**src/rtl/rv_fetch_queue.sv**
```systemverilog
// rv_fetch_queue: RV32E instruction-fetch queue with variable-latency imem, redirect and response discard.
// Ports: i_clk, i_rst_n (async active-low); i_redirect/i_redirect_pc restart fetch;
//   o_imem_req_valid/i_imem_req_ready/o_imem_req_addr request channel; i_imem_rsp_valid/i_imem_rsp_data in-order responses;
//   o_out_valid/i_out_ready/o_out_pc/o_out_instr head entry to ID; o_occupancy allocated entries.
// Optional: define FETCH_QUEUE_STATS_EN for o_stat_stall_cycles, o_stat_discarded, o_stat_redirects.
module rv_fetch_queue #(
  parameter int XLEN = 32,
  parameter int DEPTH = 4,
  parameter logic [XLEN-1:0] RESET_PC = '0
) (
  input  logic                     i_clk,
  input  logic                     i_rst_n,
  input  logic                     i_redirect,
  input  logic [XLEN-1:0]          i_redirect_pc,
  output logic                     o_imem_req_valid,
  input  logic                     i_imem_req_ready,
  output logic [XLEN-1:0]          o_imem_req_addr,
  input  logic                     i_imem_rsp_valid,
  input  logic [XLEN-1:0]          i_imem_rsp_data,
  output logic                     o_out_valid,
  input  logic                     i_out_ready,
  output logic [XLEN-1:0]          o_out_pc,
  output logic [XLEN-1:0]          o_out_instr,
  output logic [$clog2(DEPTH):0]   o_occupancy
`ifdef FETCH_QUEUE_STATS_EN
  ,
  output logic [31:0]              o_stat_stall_cycles,
  output logic [31:0]              o_stat_discarded,
  output logic [31:0]              o_stat_redirects
`endif
);
  localparam int AW = $clog2(DEPTH);
  localparam int PW = AW + 1;
  localparam int DW = AW + 2;
  logic [XLEN-1:0] r_fetch_pc;
  logic [PW-1:0]   r_alloc_ptr, r_fill_ptr, r_head_ptr;
  logic [DW-1:0]   r_discard_cnt;
  logic [XLEN-1:0] r_pc [DEPTH];
  logic [XLEN-1:0] r_instr [DEPTH];
  logic [DEPTH-1:0] r_filled;
  logic [PW-1:0]   w_occ, w_outstanding;
  logic [XLEN-1:0] w_redirect_pc;
  logic            w_issue, w_drop, w_pending, w_fill, w_rsp_hit, w_rsp_drop, w_deq;
  logic [DW:0]     w_disc_sum;
  logic [DW-1:0]   w_disc_next;
  assign w_occ         = r_alloc_ptr - r_head_ptr;
  assign w_outstanding = r_alloc_ptr - r_fill_ptr;
  assign w_redirect_pc = i_redirect_pc & ~XLEN'(3);
  // occupancy never exceeds DEPTH, so its MSB alone flags a full queue
  assign o_imem_req_valid = i_rst_n && !i_redirect && !w_occ[PW-1];
  assign o_imem_req_addr  = r_fetch_pc;
  assign w_issue   = o_imem_req_valid && i_imem_req_ready;
  assign w_drop    = r_discard_cnt != '0;
  assign w_pending = w_outstanding != '0;
  assign w_rsp_hit = i_imem_rsp_valid && (w_drop || w_pending);
  assign w_fill    = i_imem_rsp_valid && !w_drop && w_pending && !i_redirect;
  // in a redirect cycle every legitimate response is dropped, either as an old discard or as a now-stale pending one
  assign w_rsp_drop = i_redirect ? w_rsp_hit : i_imem_rsp_valid && w_drop;
  assign w_disc_sum = {1'b0, r_discard_cnt} + (i_redirect ? (DW+1)'(w_outstanding) : '0) - (DW+1)'(w_rsp_drop);
  assign w_disc_next = w_disc_sum > (DW+1)'(2*DEPTH) ? DW'(2*DEPTH) : w_disc_sum[DW-1:0];
  assign o_out_valid = r_filled[r_head_ptr[AW-1:0]] && w_occ != '0 && !i_redirect;
  assign w_deq       = o_out_valid && i_out_ready;
  assign o_out_pc    = r_pc[r_head_ptr[AW-1:0]];
  assign o_out_instr = r_instr[r_head_ptr[AW-1:0]];
  assign o_occupancy = w_occ;
  always_ff @(posedge i_clk or negedge i_rst_n) begin
    if (!i_rst_n) begin
      r_fetch_pc    <= RESET_PC;
      r_alloc_ptr   <= '0;
      r_fill_ptr    <= '0;
      r_head_ptr    <= '0;
      r_discard_cnt <= '0;
      r_filled      <= '0;
      for (int i = 0; i < DEPTH; i++) begin
        r_pc[i]    <= '0;
        r_instr[i] <= '0;
      end
    end else begin
      r_discard_cnt <= w_disc_next;
      if (i_redirect) begin
        r_alloc_ptr <= '0;
        r_fill_ptr  <= '0;
        r_head_ptr  <= '0;
        r_fetch_pc  <= w_redirect_pc;
      end else begin
        // issue and fill never target the same slot: fill needs a pending entry, issue needs a free one
        if (w_issue) begin
          r_pc[r_alloc_ptr[AW-1:0]]     <= r_fetch_pc;
          r_filled[r_alloc_ptr[AW-1:0]] <= 1'b0;
          r_alloc_ptr                   <= r_alloc_ptr + PW'(1);
          r_fetch_pc                    <= r_fetch_pc + XLEN'(4);
        end
        if (w_fill) begin
          r_instr[r_fill_ptr[AW-1:0]]  <= i_imem_rsp_data;
          r_filled[r_fill_ptr[AW-1:0]] <= 1'b1;
          r_fill_ptr                   <= r_fill_ptr + PW'(1);
        end
        if (w_deq) r_head_ptr <= r_head_ptr + PW'(1);
      end
    end
  end
  a_rsp_expected: assert property (@(posedge i_clk) disable iff (!i_rst_n) !(i_imem_rsp_valid && !w_drop && !w_pending));
  a_discard_sat:  assert property (@(posedge i_clk) disable iff (!i_rst_n) w_disc_sum <= (DW+1)'(2*DEPTH));
`ifdef FETCH_QUEUE_STATS_EN
  logic [31:0] r_stat_stall, r_stat_disc, r_stat_redir;
  always_ff @(posedge i_clk or negedge i_rst_n) begin
    if (!i_rst_n) begin
      r_stat_stall <= '0;
      r_stat_disc  <= '0;
      r_stat_redir <= '0;
    end else begin
      if (w_occ[PW-1]) r_stat_stall <= r_stat_stall + 32'd1;
      if (w_rsp_drop) r_stat_disc <= r_stat_disc + 32'd1;
      if (i_redirect) r_stat_redir <= r_stat_redir + 32'd1;
    end
  end
  assign o_stat_stall_cycles = r_stat_stall;
  assign o_stat_discarded    = r_stat_disc;
  assign o_stat_redirects    = r_stat_redir;
`endif
endmodule
```
**config.mk**
```make
export PLATFORM = sky130hd
export DESIGN_NAME = rv_fetch_queue
export DESIGN_NICKNAME = d
export VERILOG_FILES = /design/src/rtl/rv_fetch_queue.sv
export SDC_FILE = /design/constraint.sdc
export NUM_CORES = 1
export LEC_CHECK = 0
export CAP_MARGIN = 30
export CORE_MARGIN = 2
export CORE_UTILIZATION = 40
export DETAILED_ROUTE_END_ITERATION = 16
export PLACE_DENSITY_LB_ADDON = 0.3
export SLEW_MARGIN = 20
export SYNTH_ARGS = -nofsm -noshare
export SYNTH_HDL_FRONTEND = slang
export SYNTH_SLANG_ARGS = --single-unit
```
**constraint.sdc**
```tcl
create_clock -name i_clk -period 4.1 [get_ports i_clk]
set_input_delay 1.025 -clock i_clk [delete_from_list [all_inputs] [get_ports i_clk]]
set_output_delay 1.025 -clock i_clk [all_outputs]
set_load 0.01 [all_outputs]
```
==> reports/metrics.json, run 1 <==
{
  "yosys_register_bits": {"value": 295},
  "synth_edf_count": {"value": 0},
  "highest_attainable_clock_frequency": {"value": 0.2592, "unit": "GHz"},
  "synth-async-reset-ratio": {"value": 1.000},
  "yosysWarnings": {"value": 0},
  "numPortBuffers": {"value": 164},
  "cts_hold_buf": {"value": 0},
  "cp.arrival": {"value": 2.83, "unit": "ns"},
  "r2r.worst_path.cells": {"value": 18},
  "final_setup_skew": {"value": 0.02274, "unit": "ns"},
  "startpoint_of_the_lowest_slack_register_to_register_path": {"value": "r_alloc_ptr[0]$_DFFE_PN0N_"},
  "endpoints_failing_hold": {"value": 0},
  "clock_insertion_delay_worst_skew": {"value": 0.52, "unit": "ns"},
  "yosysSeqAreaShare": {"value": 0.5175},
  "die_x": {"value": 192.8, "unit": "microns"},
  "critical_path_required": {"value": 3.07, "unit": "ns"},
  "status": {"value": "completed"},
  "max_slew.worst_pin.slew": {"value": 1.076, "unit": "ns"},
  "routed_wire_length_per_instance": {"value": 20.61, "unit": "microns"},
  "timing.rr.end": {"value": "r_discard_cnt[0]$_DFF_PN0_"},
  "final_min_period_over_clock_period": {"value": 0.9411},
  "io-pin-count": {"value": 171},
  "final-max-slew-violation-count": {"value": 0},
  "reg2reg_slack": {"value": 0.29, "unit": "ns"},
  "drt.antenna.violating_nets": {"value": 0},
  "syn_to_final_growth": {"value": 21.62, "unit": "%"},
  "layout-drive-gt1-share": {"value": 0.3412},
  "critical_path_endpoint_category": {"value": "primary output"},
  "finalCriticalPeriod": {"value": 3.859, "unit": "ns"},
  "maximum_number_of_pins_on_one_net_before_global_route_repair": {"value": 181},
  "synth_cell_type_count": {"value": 56},
  "grt_pass1_vias": {"value": 8942},
  "cts_tree": {"value": "built"},
  "wire_length_of_the_first_global_routing_pass": {"value": 52.05, "unit": "mm"},
  "routed_wl": {"value": 33.08, "unit": "mm"},
  "synth-main-ff-cell": {"value": "dfrtp_1"},
  "cell_total_after_placement": {"value": 1541},
  "critPathKind": {"value": "flop to primary output"},
  "worstPathMaxFanout": {"value": 5},
  "htree_levels": {"value": 2},
  "total_via_count_after_detailed_routing": {"value": 8630},
  "hold_slack": {"value": 0.3668, "unit": "ns"},
  "initialDrtViolationCount": {"value": 449},
  "power-per-cell-area": {"value": 515.0, "unit": "mW/mm^2"},
  "floorplan.rows": {"value": 69},
  "cts-buffers-inserted": {"value": 36},
  "post_synth_inst_count": {"value": 964},
  "max-clock-path-buffers": {"value": 3},
  "clk_root_buffer_cell": {"value": "clkbuf_16"},
  "die-area": {"value": 0.03719, "unit": "sq mm"},
  "dieHeight": {"value": 192.8, "unit": "microns"},
  "synth_area": {"value": 0.01426, "unit": "sq mm"},
  "globalRouteOverflowTotal": {"value": 0},
  "synthesis.area_per_instance": {"value": 14.80, "unit": "sq um"},
  "non_filler_instances": {"value": 1605},
  "initial_core_util": {"value": 0.4040},
  "grtUsageTotal": {"value": 0.1813},
  "setup_violations": {"value": 0},
  "clkSinkCount": {"value": 295},
  "grt_antenna_before_repair": {"value": 1},
  "gp_routability_congestion": {"value": 0.7591},
  "vdd_ir_drop_max": {"value": 0.0003455, "unit": "V"},
  "slew_hr": {"value": 0.2827},
  "drt_pre_antenna_iters": {"value": 5},
  "p_leak": {"value": 7.728, "unit": "nW"},
  "vias_per_cell": {"value": 5.377},
  "startpoint_class": {"value": "flop"},
  "holdCritPathClass": {"value": "input port to async pin"},
  "post-dp-hpwl": {"value": 19.94, "unit": "mm"},
  "clock_transition_at_the_registers_of_the_reported_paths": {"value": 0.05, "unit": "ns"},
  "area_of_the_core": {"value": 0.03531, "unit": "sq mm"},
  "num-nets-final": {"value": 1210},
  "max_cap_violations": {"value": 0},
  "fin_setup_tns": {"value": 0, "unit": "ns"},
  "grt_setup_unrepaired": {"value": "false"},
  "drt_drc_violations_left": {"value": 0}
}
==> per-stage QoR <==
stage | total power, mW | utilization | cell area [sq um] | worst slack (ns)
floorplan | 4.860 | - | 14280 | 0.3965
global placement | 5.808 | 0.4574 | 16150 | 0.1732
detailed placement | 5.853 | 0.4574 | 16150 | 0.1042
finish | 8.935 | 0.4913 | 17350 | 0.2413
CTS | 9.063 | 0.4910 | 17340 | 0.05595
global route | 9.385 | 0.4913 | 17350 | 0.03676
==> synth_stat cells, types with 3 or more instances <==
master	n	area (sq um)
buf_4	10	75.07
buf_1	9	33.78
mux4_2	63	1419
or3_1	5	31.28
o211ai_1	10	75.07
o21ai_0	38	190.2
mux2i_1	5	50.05
buf_6	4	45.04
nor2_1	21	78.83
mux2_2	116	1306
fa_1	3	60.06
nand2_1	73	274.0
a21oi_1	5	25.02
nand3_1	18	90.09
a31o_2	5	43.79
o311ai_0	9	78.83
ha_1	19	237.7
mux2_4	116	1742
nand4_1	18	112.6
dfrtp_1	295	7382
xor2_1	3	26.28
buf_2	8	40.04
and2_4	4	35.03
inv_1	24	90.09
a31oi_1	5	31.28
nor2b_1	3	18.77
a21o_1	4	30.03
buf_12	12	240.2
clkbuf_1	26	97.59
==> repair_timing <==
item | in CTS | in global routing
resized for setup | 1 | 2
buffers inserted | 0 | 0
endpoints found under the setup margin | 1 | 5
pin swaps | 0 | 1
==> layer usage <==
metal | up-vias | track usage | part of all wire
met4 | 0 | 0.04316 | 0.016
met5 | - | 0 | 0
met3 | 45 | 0.03764 | 0.059
li1 | 3837 | - | -
met2 | 234 | 0.2825 | 0.46
met1 | 4514 | 0.2597 | 0.46
==> registers in the layout, summed over array words and instances (netlist names) <==
| signal | flops |
|---|---|
| r_filled | 4 |
| r_pc | 120 |
| r_instr | 128 |
| r_discard_cnt | 4 |
| r_alloc_ptr | 3 |
| r_fill_ptr | 3 |
| r_head_ptr | 3 |
| o_imem_req_addr | 30 |
==> cells in the final DEF, fill, tap and decap left out, types with 3 or more instances in the layout <==
cell and count:
mux2_2 116, nand2_1 73, clkbuf_1 7, fa_1 3, nand4_1 18, and2_4 4, ha_1 19, clkbuf_8 9
mux2_4 116, xor2_1 3, a31oi_1 5, a21o_1 4, clkdlybuf4s50_1 161, clkbuf_16 38, nor2_1 20, conb_1 4
buf_4 14, or3_1 5, o311ai_0 9, nand3_1 18, a21oi_1 5, nor2b_1 3, inv_1 24, buf_12 4
mux2i_1 5, mux4_2 63, dfrtp_1 293, o21ai_0 38, clkinv_2 5, a31o_2 5, o211ai_1 10
==> kinds of logic (layout without fill, tap and decap cells) <==
group,count (synthesis),count (layout),synth area share
multiplexers,300,300,0.3166
flip-flops,295,295,0.5175
AND/OR/NAND/NOR,161,161,0.05543
buffers and inverters,94,270,0.04456
AO/OA/AOI/OAI,84,84,0.03824
adder cells (fa/ha/maj),22,22,0.02088
XOR/XNOR,7,7,0.006491
other,1,5,0.0002629
==> critical path, cell delays in order (launching register included) <==
cell             delay (ns)
dfrtp_1                0.41
inv_1                  0.08
buf_4                  0.15
ha_1                   0.20
fa_1                   0.38
xnor3_4                0.38
and3_1                 0.23
clkdlybuf4s50_1        0.48
==> area by class of cell <==
class                           count  area [sq um]
Sequential cell                   295          7390
Clock buffer                       54          1101
Fill cell                        3050         17960
Clock inverter                      9         86.33
Multi-Input combinational cell    578          6266
Antenna cell                        1         2.502
Inverter                           24         90.09
Timing Repair Buffer              183          1837
Tap cell                          461         576.8
==> worst max path at each step <==
stage | startpoint | endpoint | cells after the start
after floorplan | r_alloc_ptr[0]$_DFFE_PN0N_ | r_discard_cnt[2]$_DFF_PN0_ | 18
after global placement | r_alloc_ptr[0]$_DFFE_PN0N_ | r_discard_cnt[2]$_DFF_PN0_ | 18
after detailed placement | r_alloc_ptr[0]$_DFFE_PN0N_ | r_discard_cnt[0]$_DFF_PN0_ | 18
after CTS | r_head_ptr[1]$_DFFE_PN0P_ | o_out_instr[26] | 4
after global routing | r_alloc_ptr[0]$_DFFE_PN0N_ | r_discard_cnt[2]$_DFF_PN0_ | 18
final | r_alloc_ptr[0]$_DFFE_PN0N_ | o_imem_req_valid | 7
==> report_power, final <==
part | total (mW) | switching, mW | internal, mW
Sequential | 3.67 | 0.295 | 3.38
Clock | 3.14 | 1.23 | 1.92
Combinational | 2.12 | 0.786 | 1.33
(Power assumes the default switching activity.)
==> run 2, diff against run 1 <==
--- a/config.mk
+++ b/config.mk
@@ -8,6 +8,7 @@
 export CAP_MARGIN = 30
 export CORE_MARGIN = 2
 export CORE_UTILIZATION = 40
+export CTS_CLUSTER_SIZE = 10
 export DETAILED_ROUTE_END_ITERATION = 16
 export PLACE_DENSITY_LB_ADDON = 0.3
 export SLEW_MARGIN = 20
==> reports/metrics.json, run 2 (same netlist as run 1, synthesis figures left out) <==
{
  "final_min_period_over_clock_period": {"value": 0.9675},
  "clkSinkCount": {"value": 295},
  "largest_register_ffs": {"value": 128},
  "max_slew.worst_pin.slew": {"value": 1.055, "unit": "ns"},
  "final_setup_skew": {"value": 0.02474, "unit": "ns"},
  "total_via_count_after_detailed_routing": {"value": 8587},
  "setup_violations": {"value": 0},
  "routed_wire_length_per_instance": {"value": 20.73, "unit": "microns"},
  "crit_path_cell_trace": {"value": "buf_4 > buf_4 > mux4_2 > clkdlybuf4s50_1"},
  "clock_insertion_delay_worst_skew": {"value": 0.52, "unit": "ns"},
  "cts_setup_buffers": {"value": 0},
  "registers.top_by_ff_count": {"value": "r_instr"},
  "path_delay_family": {"value": "buffers and inverters"},
  "layout-drive-gt1-share": {"value": 0.3342},
  "max-clock-path-buffers": {"value": 3},
  "fin_setup_tns": {"value": 0, "unit": "ns"},
  "mostFrequentLayoutCell": {"value": "dfrtp_1"},
  "die-area": {"value": 0.03719, "unit": "sq mm"},
  "vdd_ir_drop_max": {"value": 0.0003827, "unit": "V"},
  "drt.antenna.violating_nets": {"value": 0},
  "grt_setup_unrepaired": {"value": "false"},
  "critical_path_required": {"value": 3.07, "unit": "ns"},
  "post-dp-hpwl": {"value": 19.94, "unit": "mm"},
  "maximum_number_of_pins_on_one_net_before_global_route_repair": {"value": 181},
  "grt_antenna_before_repair": {"value": 1},
  "globalRouteOverflowTotal": {"value": 0},
  "gp_routability_congestion": {"value": 0.7591},
  "endpoints_failing_hold": {"value": 0},
  "die_x": {"value": 192.8, "unit": "microns"},
  "cp.arrival": {"value": 2.94, "unit": "ns"},
  "cts_tree": {"value": "built"},
  "critPathKind": {"value": "flop to primary output"},
  "htree_levels": {"value": 2},
  "slowest_delay": {"value": 0.55, "unit": "ns"},
  "highest_attainable_clock_frequency": {"value": 0.2521, "unit": "GHz"},
  "cell_total_after_placement": {"value": 1541},
  "grtUsageTotal": {"value": 0.1805},
  "floorplan.rows": {"value": 69},
  "cts-buffers-inserted": {"value": 36},
  "critical_path_buf_inv_count": {"value": 3},
  "drt_drc_violations_left": {"value": 0},
  "dieHeight": {"value": 192.8, "unit": "microns"},
  "cts_hold_buf": {"value": 0},
  "numPortBuffers": {"value": 164},
  "mostFrequentLayoutCells": {"value": "293 x dfrtp_1, 161 x clkdlybuf4s50_1, 116 x mux2_2, 116 x mux2_4, 73 x nand2_1"},
  "clk_root_buffer_cell": {"value": "clkbuf_16"},
  "worstPathMaxFanout": {"value": 34},
  "initialDrtViolationCount": {"value": 482},
  "vias_per_cell": {"value": 5.401},
  "io-pin-count": {"value": 171},
  "p_leak": {"value": 7.652, "unit": "nW"},
  "drt_pre_antenna_iters": {"value": 5},
  "fill_cells": {"value": 3074},
  "startpoint_class": {"value": "flop"},
  "crit_slowest_cell": {"value": "buf_4"},
  "syn_to_final_growth": {"value": 20.52, "unit": "%"},
  "final-max-slew-violation-count": {"value": 0},
  "num-nets-final": {"value": 1210},
  "clock_transition_at_the_registers_of_the_reported_paths": {"value": 0.06, "unit": "ns"},
  "max_cap_violations": {"value": 0},
  "wire_length_of_the_first_global_routing_pass": {"value": 51.80, "unit": "mm"},
  "finalCriticalPeriod": {"value": 3.967, "unit": "ns"},
  "area_of_the_core": {"value": 0.03531, "unit": "sq mm"},
  "routed_wl": {"value": 32.96, "unit": "mm"},
  "multi_input_comb_area": {"value": 0.006266, "unit": "sq mm"},
  "initial_core_util": {"value": 0.4040},
  "non_filler_instances": {"value": 1590},
  "critical_path_endpoint_category": {"value": "primary output"},
  "ff_latch_area": {"value": 0.007390, "unit": "sq mm"},
  "status": {"value": "completed"},
  "holdCritPathClass": {"value": "input port to async pin"},
  "slew_hr": {"value": 0.2969},
  "power-per-cell-area": {"value": 505.1, "unit": "mW/mm^2"},
  "critPathMostFrequentCell": {"value": "buf_4"},
  "grt_pass1_vias": {"value": 8939}
}
run 2: report_power, final:
| group | internal [mW] | total (mW) | switching, mW |
|---|---|---|---|
| clock | 1.73 | 2.89 | 1.16 |
| sequential | 3.38 | 3.67 | 0.294 |
| combinational | 1.33 | 2.12 | 0.786 |
run 2: what timing repair did:
action | CTS | global route
setup endpoints to repair | 1 | 4
pin swaps | 0 | 1
resized for setup | 1 | 1
run 2: per-layer routing:
layer / routed length (microns) / GRT usage
met5: 0 / 0
met4: 611 / 0.04903
met3: 1873 / 0.03455
met2: 15220 / 0.2807
met1: 15250 / 0.2585
run 2: final cells by class:
class                      instances  area share
timing repair buffer             183      0.1066
antenna                            1   0.0001456
multi-input combinational        578      0.3645
clock buffer                      45     0.05735
clock inverter                     3    0.002766
tap                              461     0.03355
sequential                       295      0.4298
inverter                          24    0.005240
run 2: per-stage QoR:
step	hold slack [ns]	cell area, sq um	setup slack, ns	utilization	power, mW
global route	0.3837	17190	0.01483	0.4868	9.136
global placement	0.4571	16150	0.1732	0.4574	5.808
detailed placement	0.4655	16150	0.1042	0.4574	5.853
CTS	0.3694	17180	0.07077	0.4867	8.808
finish	0.3731	17190	0.1331	0.4869	8.683
floorplan	0.4438	14280	0.3965	-	4.860
run 2: final timing paths:
kind | from | end | slack, ns | cells past startpoint
min in group i_clk | r_pc[125]$_DFFE_PN0P_ | r_pc[125]$_DFFE_PN0P_ | 0.47 | 2
worst max register to register | r_alloc_ptr[0]$_DFFE_PN0N_ | r_discard_cnt[2]$_DFF_PN0_ | 0.29 | 18
worst min register to register | r_pc[125]$_DFFE_PN0P_ | r_pc[125]$_DFFE_PN0P_ | 0.47 | 2
worst max-delay path | r_head_ptr[1]$_DFFE_PN0P_ | o_out_instr[26] | 0.13 | 4
worst min-delay path | i_rst_n | r_pc[66]$_DFFE_PN0P_ | 0.37 | 1
max in group asynchronous | i_rst_n | r_instr[122]$_DFFE_PN0P_ | 1.89 | 3
